$ cat src/rtl/iir_mac_sched.sv
// iir_mac_sched: tap sequencer for a time-multiplexed direct-form-I IIR section
//  One shared MAC serves the zero and pole taps. Per accepted sample: write x into
//  the x ring, step the zero taps, step the pole taps, wait out the MAC latency,
//  then write y into the y ring. Carries no sample data, only addresses/strobes.
// Ports:
//  clk, rst_n          clock, asynchronous active-low reset
//  en                  1 = accept new samples; 0 = finish current sequence, then hold
//  in_valid/in_ready   sample handshake; accept = in_valid & in_ready at the edge
//  clr_ovr/overrun     clear / sticky flag for samples offered while not ready
//  x_wr_en/x_wr_addr   x ring write strobe and index
//  rd_addr/sel_y       ring read index for the current tap and ring select (1 = y)
//  coef_addr           coefficient index for the current tap
//  mac_clr/mac_en      MAC load-instead-of-accumulate / MAC step strobes
//  y_wr_en/y_wr_addr   y ring write strobe and index
//  out_valid           one-cycle pulse when y is valid
module iir_mac_sched #(
    parameter int N_ZERO  = 4,
    parameter int N_POLE  = 3,
    parameter int AW      = 3,
    parameter int CAW     = 3,
    parameter int MAC_LAT = 2
) (
    input  logic           clk,
    input  logic           rst_n,
    input  logic           en,
    input  logic           in_valid,
    output logic           in_ready,
    input  logic           clr_ovr,
    output logic           overrun,
    output logic           x_wr_en,
    output logic [AW-1:0]  x_wr_addr,
    output logic [AW-1:0]  rd_addr,
    output logic           sel_y,
    output logic [CAW-1:0] coef_addr,
    output logic           mac_clr,
    output logic           mac_en,
    output logic           y_wr_en,
    output logic [AW-1:0]  y_wr_addr,
    output logic           out_valid
);
    typedef enum logic [2:0] {IDLE, WRX, ZERO, POLE, DRAIN, DONE} state_t;
    localparam int MX = (N_ZERO > N_POLE) ? ((N_ZERO > MAC_LAT) ? N_ZERO : MAC_LAT)
                                          : ((N_POLE > MAC_LAT) ? N_POLE : MAC_LAT);
    localparam int CW = $clog2(MX + 1);
    localparam logic [CW-1:0] Z_LAST = CW'(N_ZERO - 1);
    localparam logic [CW-1:0] P_LAST = CW'((N_POLE > 0) ? N_POLE - 1 : 0);
    localparam logic [CW-1:0] D_LAST = CW'((MAC_LAT > 0) ? MAC_LAT - 1 : 0);
    // Empty phases are skipped at elaboration time.
    localparam state_t AFTER_Z = (N_POLE > 0) ? POLE : (MAC_LAT > 0) ? DRAIN : DONE;
    localparam state_t AFTER_P = (MAC_LAT > 0) ? DRAIN : DONE;

    state_t        state, st_n;
    logic [CW-1:0] cnt, cnt_n;
    logic [AW-1:0] xp, yp;

    always_comb begin
        st_n  = state;
        cnt_n = '0;
        case (state)
            IDLE:  st_n = (in_valid && in_ready) ? WRX : IDLE;
            WRX:   st_n = ZERO;
            ZERO: begin
                st_n  = (cnt == Z_LAST) ? AFTER_Z : ZERO;
                cnt_n = (cnt == Z_LAST) ? '0 : cnt + CW'(1);
            end
            POLE: begin
                st_n  = (cnt == P_LAST) ? AFTER_P : POLE;
                cnt_n = (cnt == P_LAST) ? '0 : cnt + CW'(1);
            end
            DRAIN: begin
                st_n  = (cnt == D_LAST) ? DONE : DRAIN;
                cnt_n = (cnt == D_LAST) ? '0 : cnt + CW'(1);
            end
            DONE:    st_n = IDLE;
            default: st_n = IDLE;
        endcase
    end

    // Outputs are registered from the next state, so they line up with the state
    // they describe; tap k (or j-1) is cnt_n in the ZERO (POLE) phase.
    always_ff @(posedge clk or negedge rst_n) begin
        if (!rst_n) begin
            state     <= IDLE;
            cnt       <= '0;
            xp        <= '0;
            yp        <= '0;
            in_ready  <= 1'b0;
            overrun   <= 1'b0;
            x_wr_en   <= 1'b0;
            x_wr_addr <= '0;
            rd_addr   <= '0;
            sel_y     <= 1'b0;
            coef_addr <= '0;
            mac_clr   <= 1'b0;
            mac_en    <= 1'b0;
            y_wr_en   <= 1'b0;
            y_wr_addr <= '0;
            out_valid <= 1'b0;
        end else begin
            state     <= st_n;
            cnt       <= cnt_n;
            in_ready  <= (st_n == IDLE) && en;
            overrun   <= (in_valid && !in_ready) || (overrun && !clr_ovr);
            x_wr_en   <= st_n == WRX;
            mac_en    <= (st_n == ZERO) || (st_n == POLE);
            mac_clr   <= (st_n == ZERO) && (cnt_n == '0);
            y_wr_en   <= st_n == DONE;
            out_valid <= st_n == DONE;
            if (st_n == WRX)
                x_wr_addr <= xp;
            if (st_n == DONE)
                y_wr_addr <= yp;
            if (st_n == ZERO) begin
                sel_y     <= 1'b0;
                coef_addr <= CAW'(cnt_n);
                rd_addr   <= xp - AW'(cnt_n);
            end
            // yp - (cnt_n + 1) written as yp + ~cnt_n
            if (st_n == POLE) begin
                sel_y     <= 1'b1;
                coef_addr <= CAW'(N_ZERO) + CAW'(cnt_n);
                rd_addr   <= yp + ~AW'(cnt_n);
            end
            if (state == DONE) begin
                xp <= xp + AW'(1);
                yp <= yp + AW'(1);
            end
        end
    end
endmodule
$ cat config.mk
export PLATFORM = sky130hd
export DESIGN_NAME = iir_mac_sched
export DESIGN_NICKNAME = d
export VERILOG_FILES = /design/src/rtl/iir_mac_sched.sv
export SDC_FILE = /design/constraint.sdc
export NUM_CORES = 1
export LEC_CHECK = 0
export ABC_AREA = 1
export CAP_MARGIN = 10
export CORE_ASPECT_RATIO = 1.2
export CORE_MARGIN = 1.5
export CORE_UTILIZATION = 35
export CTS_CLUSTER_SIZE = 28
export DETAILED_ROUTE_END_ITERATION = 7
export GPL_ROUTABILITY_DRIVEN = 0
export SETUP_SLACK_MARGIN = 0.4
export SYNTH_ARGS = -nofsm -noshare
export SYNTH_HDL_FRONTEND = slang
export SYNTH_SLANG_ARGS = --single-unit
export TNS_END_PERCENT = 100
$ cat constraint.sdc
create_clock -name clk -period 3.3 [get_ports clk]
set_clock_uncertainty 0.05 [all_clocks]
set_input_delay 0.66 -clock clk [delete_from_list [all_inputs] [get_ports clk]]
set_output_delay 0.66 -clock clk [all_outputs]
set_load 0.1 [all_outputs]
=== Yosys cells after proc, flatten, opt, wreduce, memory -nomap -nowiden ===
Cells that the tools add are included.

* Output and inout port bits: 20
* Memory bits (read-only): 0
* Input bits: 5
* Bits in registers: 31
* Bits in latches: 0
* Memories: 0
* Logic and storage cells: 62
* Memory bits (writable): 0

* Reductions and logical operators: 13
* Bitwise gates (word level): 1
* Multiplexer cells: 15
* $mul: 0
* Equal/unequal tests: 12
* Add/sub/neg operators: 6
* Div/mod/pow operators: 0
* Shift operators: 0
* $lt $le $gt $ge: 0

{| class="wikitable"
|+ Operator list
! kind !! number
|-
| 3-bit two-way mux || 8
|-
| 3-bit by 2-bit equality test with 1-bit output (second input constant) || 6
|-
| 3-bit case mux with 5 select lines || 1
|-
| 3-bit by 1-bit adder with 3-bit output (second input constant) || 3
|-
| 3-bit by 1-bit equality test with 1-bit output (second input constant) || 3
|-
| 3-bit equality test (second input constant) || 3
|-
| 3-bit logical NOT || 3
|-
| 3-bit case mux with 3 select lines || 1
|-
| 1-bit logical AND || 5
|-
| 1-bit two-way mux || 5
|-
| 3-bit adder || 1
|-
| 3-bit adder (first input constant) || 1
|-
| 3-bit NOT || 1
|-
| 3-bit subtractor || 1
|-
| 1-bit logical NOT || 2
|-
| 1-bit logical OR || 2
|-
| 2-bit nonzero test || 1
|}

=== Depth between registers and ports, before layout ===
Gate-level depths: netlist (run 1).

* Word-level depth: 6
* Gate-level depth with buffers: 16
* Mapped depth without buffers: 16

=== Least setup slack after synthesis (run 1) ===
No wires, ideal clock.

* Kind: register to register
* From: register cnt[0]
* To: register rd_addr[2]
* Cell stages (with the launch flop): 16
* Buffers on the path: 0
* Clock period less this slack: 2.348 ns
* Arrival time: 2.173 ns
* Required time: 3.124 ns
* Setup slack: 0.952 ns
* Setup time: 0.126 ns
* Path through: dfrtp_1 -> inv_1 -> ha_1 -> inv_1 -> nor2_4 -> nor2_2 -> a21oi_2 -> o21ai_2 -> nand2_2 -> inv_1 -> ha_1 -> fa_1 -> xnor2_1 -> nand4_1 -> nand3_2 -> nand3_1

* Cells in the longest elaborated chain, start to end: 6
* Elaborated cells on any way between the ends: 20
* Classes of those cells: add/sub (3); eq/ne (5); mux (10); bitwise (1); reduce/logical (1)

{| class="wikitable"
|+ RTL lines
! element !! line !! source
|-
| start, declared || 53 || <nowiki>logic [CW-1:0] cnt, cnt_n;</nowiki>
|-
| start signal, assigned || 101 || <nowiki>cnt <= cnt_n;</nowiki>
|-
| 3-bit by 1-bit adder with 3-bit output, or another cell as far along || 64, 68, 72 ||
|-
| 3-bit two-way mux (on tied branches) || 72, 64, 68 ||
|-
| 3-bit case mux with 3 select lines (*) || 59 || <nowiki>case (state)</nowiki>
|-
| via cnt_n[0] || 53 ||
|-
| 3-bit subtractor or 3-bit NOT (tied branches) || 116, 122 ||
|-
| 3-bit two-way mux or 3-bit adder (tied branches) || 113, 122 ||
|-
| 3-bit two-way mux (*) || 119 || <nowiki>if (st_n == POLE) begin</nowiki>
|-
| end signal, assigned || 116 || <nowiki>rd_addr <= xp - AW'(cnt_n);</nowiki>
|-
| end signal, assigned || 122 || <nowiki>rd_addr <= yp + ~AW'(cnt_n);</nowiki>
|-
| end, declared || 32 || <nowiki>output logic [AW-1:0] rd_addr,</nowiki>
|}

Mark *: on every way through the listed nets, which the timed path passes. The rest lies on a longest branch. The select of a mux whose other input is x is not followed.
A chain may end at the register's enable or synchronous reset.

=== Final worst setup path (run 1) ===
Same ends and word-level chain as after synthesis.

==> results.md, run 1 <==
- Worst EP arrival: about 2.7 ns
- Seq cells post-synth: 31
- HP Start: x_wr_addr[2]
- Seq/Total Area, Yosys: approximately 45%
- Final #Nets: 222
- Critical path startpoint category: flip-flop
- Final setup violation count: 0
- R2R Path End: rd_addr[2]
- Residual DRC: 0
- Worst Path Max Fanout: 4
- Ports: 25
- First-pass GRT wire length: 5640 um
- Hold EP: x_wr_addr[2]
- Gr usage total: 14.5%
- Initial core utilization: 36.7%
- # placed instances: about 260
- Die H: between 70 and 80 um
- Commonest non-fill, non-tap cells in the layout: 35 x nand2_1, 31 x dfrtp_1, 23 x inv_1
- Largest net degree at the start of global routing: 32
- Post-Route WL: roughly 3300 um
- FP Rows: 27
- Ratio of cells with drive above 1 in the final layout: 27.5%
- Area delta synth->final: 17.5%
- Status: finished, final reports clean
- CP Cell Sequence: inv_1 > ha_1 > inv_1 > nor2_4 > nor2_2 > a21oi_2 > o21ai_2 > nand2_2 > inv_1 > ha_1 > fa_1 > xnor2_1 > nand4_1 > nand3_2 > nand3_1
- Vias: 1210
- Fillers: just under 500
- R2r setup slk: roughly 0.75 ns
- Post-CTS Resized: 0
- Fmax: around 0.39 GHz
- Vias per Instance: 4.57
- Worst Reg-to-Reg Cells: 15
- Root Driver: clkbuf_8
- Mapped Area: 1710 um2
- Crit path required time: 3.42 ns
- CTS clk-pin slew, worst paths: 0.07 ns
- Hold depth: 2
- First-pass iteration count of the detailed router: 4
- Average cell area after synthesis: 9.56 um2
- Routed Antenna Nets: 0
- Yosys cell types: 28
- RSZ-0062 raised after global routing: false
- Setup CP Type: flip-flop to flip-flop
- Initial antenna violation count: 0
- R2r startpoint: cnt[0]
- Die W: 66.8 um
- Ant diodes: 0
- Post-CTS Hold Buffers: 0
- Slowest stage delay, CP: ~0.4 ns
- Fin. max-slew vios: 0
- Cell taking the most area after synthesis: dfrtp_1
- Kind of end point of the critical path: flip-flop
- Syn Nets: 195
- Yosys top cell area share: 45.3%
- Delay-heaviest family, CP: adder cells
- Vias in the first global route: 1213
- WL/cell: 12.3 um
- Setup TNS: 0 ns
- Initial DRC count: 34
- Post-Synthesis Cells: about 180
- Max_cap viols: 0
- Slew headroom: roughly 67%
- Slew @ Worst Pin: roughly 0.5 ns
- Main area contributors after synthesis: dfrtp_1 45%, nand2_1 7.7%, ha_1 6.6%
- Worst-Skew Late Latency: 0.28 ns
- Total overflow reported by the global router: 0
- Buffers added on ports: 24
- Final Non-Filler Cells: approximately 270
- Final critical path time including I/O delays and setup: ~2.6 ns
- Crit path buffers/inverters: 3
- Post-DP HPWL: 2460 um
- Class of the worst hold path: flip-flop to flip-flop
- Commonest non-fill, non-tap cell in the layout: nand2_1
- Max clock buf depth: 2
- Post-CTS Setup Inserts: 0
- Critical Path Most Common Cell: inv_1
- Synthesis warning total: 0
- Core Area: 4660 um2
- CTS tree: built
- Die area: between 5000 and 6000 um2
- H-tree levels: 2
- TritonCTS buffer count: 5
- Slowest CP cell: dfrtp_1
- CTS Sinks: 31
- Fin. Hold Viols: 0
- Period utilization: 77.4%
## synth_stat cells
master	count
nor3_2	1
nand3_4	1
buf_6	4
nand2_1	35
o21ai_1	2
nor2_2	4
dfrtp_1	31
xnor2_1	4
o22ai_1	1
nand4_1	6
nand3_2	4
inv_6	1
o21ai_2	1
o21ai_0	5
nand2_2	4
inv_1	23
buf_4	1
nor2_4	4
inv_2	4
nand2_4	3
nand3_1	8
nor2_1	13
xor2_1	2
a21oi_1	3
a21oi_2	1
fa_1	2
nor2_8	2
ha_1	9
## metal layers
| layer | up-vias | part of all wire, % | GRT usage [%] |
|---|---|---|---|
| met3 | 6 | 3.8 | 4.23 |
| met2 | 21 | 50 | 24.0 |
| met4 | 0 | 1.7 | 5.51 |
| met1 | 571 | 44 | 17.6 |
| met5 | - | 0 | 0 |
| li1 | 612 | - | - |
## cells by family after synthesis
logic type | Yosys count | share of synthesized area, %
buffers and inverters | 33 | 9.50
flip-flops | 31 | 45.3
AO/OA/AOI/OAI | 13 | 4.31
adder cells (fa/ha/maj) | 11 | 8.92
AND/OR/NAND/NOR | 85 | 28.9
XOR/XNOR | 6 | 3.07
## state kept, by name, summed over array words and instances (netlist names), 3 cells and up
name / count
y_wr_addr: 3
x_wr_addr: 3
xp: 3
coef_addr: 3
state: 3
cnt: 3
rd_addr: 3
yp: 3
## worst max-delay path by stage
stage,startpoint,to,slack [ns],cells past startpoint
CTS,cnt[0],rd_addr[2],0.73,15
global route,cnt[0],rd_addr[2],0.54,15
floorplan,cnt[0],rd_addr[2],0.95,15
global placement,cnt[0],rd_addr[2],0.75,15
finish,cnt[0],rd_addr[2],0.75,15
detailed placement,cnt[0],rd_addr[2],0.73,15
## metrics by stage
| stage | cell area (um2) | hold WS (ns) | worst slack [ns] | utilization (%) |
|---|---|---|---|---|
| 2_1_floorplan | 1710 | 0.314 | 0.952 | - |
| 6_report | 2010 | 0.442 | 0.745 | 43.1 |
| 4_1_cts | 2010 | 0.442 | 0.726 | 43.1 |
| 5_1_grt | 2010 | 0.485 | 0.541 | 43.1 |
| 3_5_place_dp | 1930 | 0.425 | 0.729 | 41.4 |
| 3_3_place_gp | 1930 | 0.422 | 0.747 | 41.4 |
## area by class of cell
type,count,area (um2),share of cell area [%]
timing repair buffer,25,198,9.83
clock inverter,1,5.00,0.249
inverter,28,110,5.48
sequential,31,776,38.6
tap,58,72.6,3.61
clock buffer,7,76.3,3.80
multi-input combinational,115,773,38.5
## worst min-delay path: cells and delay by family, from the launching register on
| family | cells | cell delay, ns |
|---|---|---|
| and+or+nand+nor | 2 | 0.11 |
| DFF | 1 | 0.35 |
Power of run 1 is not shown: default switching activity piles up to over one toggle a cycle in this logic, so the estimate is an artifact.
==> inputs of run 2 (changes only) <==
- clock period: 3.3 -> 2.12 ns (I/O delays scaled with it)
==> run 2 against run 1 <==
  * The flow now finishes with violations (setup timing)
  * Via count increased by 8.5%
  * Global-route usage rose by 1.4 points
  * Non-clock buffer count grew 30
  * Final cell count up 11%
  * Die area did not move
  * Design area rose by 18%
  * Sequential share of layout area down 5.8 points
==> results.md, run 2 (synthesis results as in run 1) <==
- Post-Route WL: 3700 um (was 3260 um)
- Total overflow reported by the global router: 0 (unchanged)
- R2R Path End: rd_addr[2] (unchanged)
- H-tree levels: 2 (unchanged)
- Slowest stage delay, CP: 0.40 ns (about the same)
- Failing checks: setup timing
- Status: finished, violations left (was finished, final reports clean)
- Fillers: 443 (was 488)
- Area delta synth->final: 39.1% (was 17.5%)
- Fin. max-slew vios: 0 (unchanged)
- Fin util: 51.1% (was 43.1%)
- Fmax: 0.449 GHz (was 0.391 GHz)
- First-pass GRT wire length: 6220 um (was 5640 um)
- Logic pwr share: 65.5%
- Final critical path time including I/O delays and setup: 2.23 ns (was 2.55 ns)
- Die W: 66.8 um (unchanged)
- Class of the worst hold path: flip-flop to flip-flop (unchanged)
- Worst setup margin: -0.109 ns (was 0.745 ns)
- Hold depth: 2 (unchanged)
- Crit path required time: 2.24 ns (was 3.42 ns)
- Commonest non-fill, non-tap cell in the layout: buf_4 (was nand2_1)
- Ports: 25 (unchanged)
- Crit path buffers/inverters: 3 (unchanged)
- Kind of end point of the critical path: flip-flop (unchanged)
- FP Rows: 27 (unchanged)
- Die H: 79.6 um (unchanged)
- Sw frac: approximately half
- R2r startpoint: cnt[0] (unchanged)
- Routed Antenna Nets: 0 (unchanged)
- Area of the multi-input gates: 860 um2 (was 773 um2)
- RSZ-0062 raised after global routing: true (was false)
- Vias in the first global route: 1326 (was 1213)
- Buffers added on ports: 24 (unchanged)
- Residual DRC: 0 (unchanged)
- First-pass iteration count of the detailed router: 4 (unchanged)
- Leak: between 1 and 1.5 nW
- Worst Path Max Fanout: 3 (was 4)
- WL/cell: 12.5 um (was 12.3 um)
- CTS Sinks: 31 (unchanged)
- CTS tree: built (unchanged)
- Final Instance Area: 2380 um2 (was 2010 um2)
- Slew headroom: 72.8% (was 66.8%)
- Cell Area, Placed: 2120 um2 (was 1930 um2)
- Fin. Hold Viols: 0 (unchanged)
- Commonest non-fill, non-tap cells in the layout: 46 x buf_4, 33 x nand2_1, 28 x dfrtp_1 (was 35 x nand2_1, 31 x dfrtp_1, 23 x inv_1)
- Worst-Skew Late Latency: 0.28 ns (about the same)
- Critical path startpoint category: flip-flop (unchanged)
- R2r setup slk: -0.11 ns (was 0.75 ns)
- Ant diodes: 0 (unchanged)
- Max clock buf depth: 2 (unchanged)
- Hold EP: coef_addr[1] (was x_wr_addr[2])
- Delay-heaviest family, CP: adder cells (unchanged)
- Worst EP arrival: 2.34 ns (was 2.67 ns)
- Post-DP HPWL: 2720 um (was 2460 um)
- Share of power burned in registers: 20.7%
- Clk pwr share: 13.8%
- CP Cell Sequence: buf_4 > ha_2 > buf_4 > nor2_1 > nor2_1 > nor2_2 > inv_2 > fa_2 > xnor2_2 > nand4_1 > nand3_1 > nand3_1 (was inv_1 > ha_1 > inv_1 > nor2_4 > nor2_2 > a21oi_2 > o21ai_2 > nand2_2 > inv_1 > ha_1 > fa_1 > xnor2_1 > nand4_1 > nand3_2 > nand3_1)
- Initial DRC count: 37 (was 34)
- Vias per Instance: 4.45 (was 4.57)
- Gr usage total: 15.9% (was 14.5%)
- Setup CP Type: flip-flop to flip-flop (unchanged)
- Final setup violation count: 2 (was 0)
- Vias: 1313 (was 1210)
- Period utilization: 105% (was 77.4%)
- Final #Nets: 252 (was 222)
- Flip-flop and latch area: 779 um2 (was 776 um2)
- Root Driver: clkbuf_8 (unchanged)
- TritonCTS buffer count: 5 (unchanged)
- Max_cap viols: 0 (unchanged)
- Cell Pwr Density: 1820 nW/um2
- Die area: 5320 um2 (unchanged)
- Initial antenna violation count: 0 (unchanged)
- Cell Int Power: 2.22 mW
- Switching power: 2.10 mW
- Initial core utilization: 36.7% (unchanged)
- VDD IR max: 0.916 mV
- Worst Reg-to-Reg Cells: 12 (was 15)
- HP Start: coef_addr[1] (was x_wr_addr[2])
- Ratio of cells with drive above 1 in the final layout: 47.3% (was 27.5%)
- Core Area: 4660 um2 (unchanged)
- Slew @ Worst Pin: 0.408 ns (was 0.498 ns)
- Slowest CP cell: fa_2 (was dfrtp_1)
- CTS clk-pin slew, worst paths: 0.07 ns (about the same)
- Largest net degree at the start of global routing: 32 (unchanged)
- CP Depth: 12 (was 15)
- Setup TNS: -0.129 ns (was 0 ns)
## run 2: stage by stage
| stage | setup slack [ns] | power [mW] | cells | hold WS (ns) |
|---|---|---|---|---|
| 2_1_floorplan | -0.0994 | 2.74 | 179 | 0.0784 |
| 3_3_place_gp | -0.148 | 3.34 | 276 | 0.418 |
| 3_5_place_dp | -0.186 | 3.36 | 276 | 0.426 |
| 4_1_cts | -0.0999 | 4.25 | 291 | 0.443 |
| 5_1_grt | -0.234 | 4.62 | 295 | 0.467 |
| 6_report | -0.109 | 4.32 | 295 | 0.439 |
## run 2: worst min-delay path, delay by kind of cell, from the launching register on
family | cells | cell delay, ns
AOI/OAI and AO/OA | 1 | 0.05
and+or+nand+nor | 1 | 0.07
DFF | 1 | 0.35
## run 2: worst max-delay path by stage
stage	start	endpoint	slack, ns
floorplan	cnt[0]	rd_addr[2]	-0.1
global placement	cnt[0]	rd_addr[2]	-0.15
detailed placement	cnt[0]	rd_addr[2]	-0.19
CTS	cnt[1]	rd_addr[2]	-0.1
global route	cnt[0]	rd_addr[2]	-0.23
finish	cnt[0]	rd_addr[2]	-0.11
## run 2: routing by layer
layer / vias up / routed length [um] / global-route usage [%]
li1: 674 / - / -
met1: 613 / 1630 / 19.2
met2: 21 / 1920 / 27.7
met3: 5 / 110 / 3.39
met4: 0 / 38 / 5.51
met5: - / 0 / 0
## run 2: final cells by class
| type | instances | share of cell area, % |
|---|---|---|
| well taps | 58 | 3.05 |
| flip-flops and latches | 31 | 32.7 |
| repair buffers | 55 | 18.5 |
| clock inverters | 2 | 1.47 |
| clock buffers | 6 | 3.47 |
| multi-input cells | 115 | 36.1 |
| inverters | 28 | 4.62 |
## run 2: power by group through the flow
stage | Clock (mW) | Sequential, mW | Combinational, mW
6_report | 0.597 | 0.894 | 2.83
5_1_grt | 0.635 | 0.918 | 3.07
4_1_cts | 0.615 | 0.897 | 2.73
3_5_place_dp | 0 | 0.909 | 2.46
3_3_place_gp | 0 | 0.907 | 2.44
2_1_floorplan | 0 | 1.62 | 1.13
## run 2: what timing repair did
action / in CTS / in global routing
gates resized for setup: 13 / 6
setup buffers: 7 / 4
pin swaps: 13 / 12
gates cloned: 0 / 0
endpoints found under the setup margin: 4 / 7
hold buffers: 0 / 0
Note: power is estimated with default switching activity, not from simulation.
==> RTL edit 1 (config.mk and constraints of run 2) <==
Encoding of `state_t`: now Gray code (3 bits for 6 states).
--- a/src/rtl/iir_mac_sched.sv
+++ b/src/rtl/iir_mac_sched.sv
@@ -40,3 +40,3 @@
 );
-    typedef enum logic [2:0] {IDLE, WRX, ZERO, POLE, DRAIN, DONE} state_t;
+    typedef enum logic [2:0] {IDLE = 3'b000, WRX = 3'b001, ZERO = 3'b011, POLE = 3'b010, DRAIN = 3'b110, DONE = 3'b111} state_t;
     localparam int MX = (N_ZERO > N_POLE) ? ((N_ZERO > MAC_LAT) ? N_ZERO : MAC_LAT)
Behaviour: no difference found for any inputs over 10 cycles, from zero or initial values and one cycle with rst_n low; not proved beyond that.
==> RTL edit 1 against run 2 <==
- the run still ends with setup timing left
- synthesized area down 13%
- routed wire length is 4.5% higher
- setup slack worse by 0.10 ns
- sequential cell count stayed put
- largest cell class is now sequential cells
- highest routed layer unchanged
- cell area decreased by 5.7%
- non-clock buffer count up 4
Power is left out: the tool's default activity adds up to more than one toggle a clock period on the data nets, which glitch-free logic cannot reach.
==> RTL edit 1: results (changes against run 2) <==
Critical Path Slowest Stage Cell dfrtp_2; path depth of the worst reg2reg path 13 (+1); WL met1 1.618 mm (-0.68%); Synth Area in Compound Gates 5.546% (+1.2 points); number of diodes 0 (unchanged); post-synthesis mux area share 0% (unchanged); Max Root-Sink Buffers 2 (unchanged); met3 wire len 76 um (-31%); XOR/XNOR Fraction of Synth Area 3.529% (+0.46 points); vias 1,296 (-1.3%); kind of critical path flip-flop to flip-flop; DP HPWL 2.663 mm (-2.0%); worst min-delay path category flip-flop to flip-flop; max layer used met4; Fill cells 387 (-13%); Top FF cell, synth dfrtp_1; Adder-Cell Fraction of Synth Area 10.25% (+1.3 points); antenna violations before repair 0 (unchanged); first-pass GRT wire length 6.196 mm (-0.43%); failing checks setup timing; worst path arrival time 2.50 ns (+0.16 ns); hold path depth 2 (unchanged); initial DRC count 27 (-27%); ys async rst share 100.0% (unchanged); met2 Usage GRT 33.33% (+5.6 points); Worst Path Max Fanout 4 (+1); WL final 3.867 mm (+4.5%); met2 WL 2.110 mm (+9.7%); PostCTS Resize Cnt 13 (unchanged); relative slew slack 73.02% (+0.22 points); largest net degree at the start of global routing 32 (unchanged); Hold Path End x_wr_addr[2]$_DFFE_PN0P_; port bufs 24 (unchanged); Pre-Repair DR Iteration Count 4 (unchanged); Final Setup Violations 5 (+3); Critical Path Max Stage Delay 0.45 ns (+0.05 ns); H-tree depth 2 (unchanged); Synth cell types 24 (-14%); Final WS setup -0.2125 ns (-0.1040 ns); Total Routing Usage GR 17.53% (+1.6 points); CP Launch Point cnt[0]$_DFF_PN0_; clock root buffer clkbuf_8; setup bufs post-CTS 12 (+5); Reg clk slew, reported paths roughly 0.060 ns; GR Layer Usage met1 19.52% (+0.33 points); most frequent cells after synthesis 39 x nand2_1, 31 x dfrtp_1, 22 x inv_1, 12 x nand3_1, 10 x nor2_1; Worst-Skew Late Latency 0.28 ns (about the same); synth warn 0 (unchanged); syn nets 175 (-10%); outcome finished with violations; min-delay src x_wr_addr[2]$_DFFE_PN0P_; routing usage on met3 3.177% (-0.21 points); layout cells sized above 1 44.20% (-3.1 points); synth top area cells dfrtp_1 52%, nand2_1 9.8%, ha_1 7.6%, inv_1 5.5%, nand3_1 4.0%; reg-to-reg endpoint coef_addr[0]$_DFFE_PN0P_; sequential element share of the synthesized area 52.10% (+6.8 points); TritonCTS buffer count 5 (unchanged); CP top delay family buffers and inverters; Post-layout nets 239 (-5.2%)
RTL edit 1: cell count changes in the layout (fill, tap and decap cells not counted), moves of 3 or more:
cell | run 2 | this run
nor2_2 | 5 | 1
or2_4 | 0 | 3
nand4_1 | 6 | 3
nor2_4 | 5 | 0
buf_4 | 46 | 52
inv_2 | 9 | 5
RTL edit 1: per-stage QoR:
step	hold slack, ns	std cells	cell area (um2)	setup WS (ns)	setup TNS, ns
after floorplan	0.07841	159	1539	-0.05121	-0.1012
after global placement	0.4159	253	1919	-0.09778	-0.1730
after detailed placement	0.4166	253	1919	-0.1720	-0.2991
after CTS	0.4342	273	2153	-0.1311	-0.3203
after global routing	0.4787	278	2246	-0.3314	-1.089
final	0.4289	278	2246	-0.2125	-0.6239
RTL edit 1: area by class of cell:
class                      instances  area, um2  area share (%)
clock inverter                     1      5.005          0.2228
multi-input combinational        102      764.5           34.04
sequential                        31      778.2           34.65
tap                               54      67.56           3.008
timing repair buffer              59      464.2           20.67
inverter                          24      90.09           4.011
clock buffer                       7      76.32           3.398
==> RTL edit 2 (flow settings as in run 2) <==
Without the edit above. The parameter `AW` goes from 3 to 2.
--- a/src/rtl/iir_mac_sched.sv
+++ b/src/rtl/iir_mac_sched.sv
@@ -18,3 +18,3 @@
     parameter int N_POLE  = 3,
-    parameter int AW      = 3,
+    parameter int AW      = 2,
     parameter int CAW     = 3,
Ports: changed (resized rd_addr, x_wr_addr and y_wr_addr); port bits go from 25 to 22. The function was not compared with the original's and may differ.
==> RTL edit 2 against run 2 <==
- sequential cell count decreased by 5
- fmax is 17% higher
- critical path type unchanged
- synthesized area down 22%
- critical endpoint is now rd_addr[1]$_DFFE_PN0P_
- setup slack improved by 0.32 ns
- global-route usage fell by 0.87 points
- cell area is 24% lower
- final cell count is 21% lower
- routed wire length down 22%
- largest cell class unchanged
Power is left out: the tool's default activity adds up to more than one toggle a clock period on the data nets, which glitch-free logic cannot reach.
==> RTL edit 2: results (changes against run 2) <==
WL met1 1.174 mm (-28%); post-synthesis mux area share 0.8483% (+0.85 points); vias in the first global route 1,051 (-21%); GR Layer Usage met1 17.75% (-1.4 points); largest net degree at the start of global routing 27 (-16%); outcome finished clean; Total Routing Usage GR 15.06% (-0.87 points); FF-to-FF setup slack 0.21 ns (+0.32 ns); TritonCTS buffer count 3 (-2); min-delay src x_wr_addr[1]$_DFFE_PN0N_; Post-layout nets 196 (-22%); CP top delay family flip-flops; met3 wire len 35 um (-68%); initial DRC count 16 (-57%); reg-to-reg endpoint rd_addr[1]$_DFFE_PN0P_; Adder-Cell Fraction of Synth Area 6.598% (-2.3 points); Synth Area in Compound Gates 3.959% (-0.35 points); WL final 2.892 mm (-22%); Critical Path Slowest Stage Cell dfrtp_1; DP HPWL 2.025 mm (-25%); Reg clk slew, reported paths 0.09 ns (+0.02 ns); XOR/XNOR Fraction of Synth Area 3.959% (+0.89 points); routing usage on met3 1.111% (-2.3 points); port bufs 21 (-13%); syn nets 155 (-21%); setup bufs post-CTS 9 (+2); worst slew pin tran 0.3343 ns (-0.07370 ns); layout cells sized above 1 42.31% (-4.9 points); number of diodes 0 (unchanged); met2 Usage GRT 27.11% (-0.59 points); worst path arrival time 2.03 ns (-0.31 ns); Vias/cell 4.415 (-0.82%); most frequent cells after synthesis 27 x nand2_1, 26 x dfrtp_1, 20 x inv_1, 15 x nor2_1, 10 x nand3_1; PostCTS Resize Cnt 12 (-1); Worst Path Max Fanout 3 (unchanged); synth top area cells dfrtp_1 49%, nand2_1 7.6%, ha_1 6.6%, inv_1 5.7%, nor2_1 4.2%; Critical Path Max Stage Delay 0.42 ns (+0.02 ns); sequential element share of the synthesized area 49.01% (+3.7 points); Hold Path End x_wr_addr[1]$_DFFE_PN0N_; Synth cell types 25 (-11%); met2 WL 1.642 mm (-15%); path depth of the worst reg2reg path 13 (+1); first-pass GRT wire length 4.781 mm (-23%); H-tree depth 1 (-1)
==> RTL edit 2: changes by cell type after synthesis, sizes merged, moves of 3 or more <==
| cell | run 2 | this run |
|---|---|---|
| a21oi | 4 | 1 |
| dfrtp | 31 | 26 |
| inv | 28 | 25 |
| nand4 | 6 | 1 |
| buf | 5 | 1 |
| xnor2 | 4 | 1 |
| xor2 | 2 | 5 |
| nand2 | 42 | 30 |
==> RTL edit 2: how the worst max path moves through the flow <==
stage                                   to  depth (start not counted)  slack [ns]        startpoint
floorplan           rd_addr[1]$_DFFE_PN0P_                         12        0.31  cnt[1]$_DFF_PN0_
global placement    rd_addr[1]$_DFFE_PN0P_                         12        0.19  cnt[1]$_DFF_PN0_
detailed placement  rd_addr[1]$_DFFE_PN0P_                         12        0.13  cnt[1]$_DFF_PN0_
CTS                 rd_addr[1]$_DFFE_PN0P_                         10        0.27  cnt[1]$_DFF_PN0_
global route        rd_addr[1]$_DFFE_PN0P_                         11        0.08  cnt[0]$_DFF_PN0_
finish              rd_addr[1]$_DFFE_PN0P_                         13        0.21  cnt[0]$_DFF_PN0_
==> RTL edit 2: metrics by stage <==
step	setup WS (ns)	instances	hold slack [ns]	area, um2
CTS	0.2667	228	0.4435	1742
global placement	0.1873	216	0.4136	1583
floorplan	0.3070	143	0.07841	1350
finish	0.2086	234	0.4341	1813
global route	0.08112	234	0.4626	1813
detailed placement	0.1265	216	0.4186	1583
==> RTL edit 2: final cells by class <==
| type | instances | area (um2) |
|---|---|---|
| multi-input cells | 91 | 655.6 |
| repair buffers | 37 | 299.0 |
| inverters | 25 | 98.84 |
| flip-flops and latches | 26 | 653.1 |
| well taps | 52 | 65.06 |
| clock buffers | 3 | 41.29 |
| fillers | 316 | 1821 |
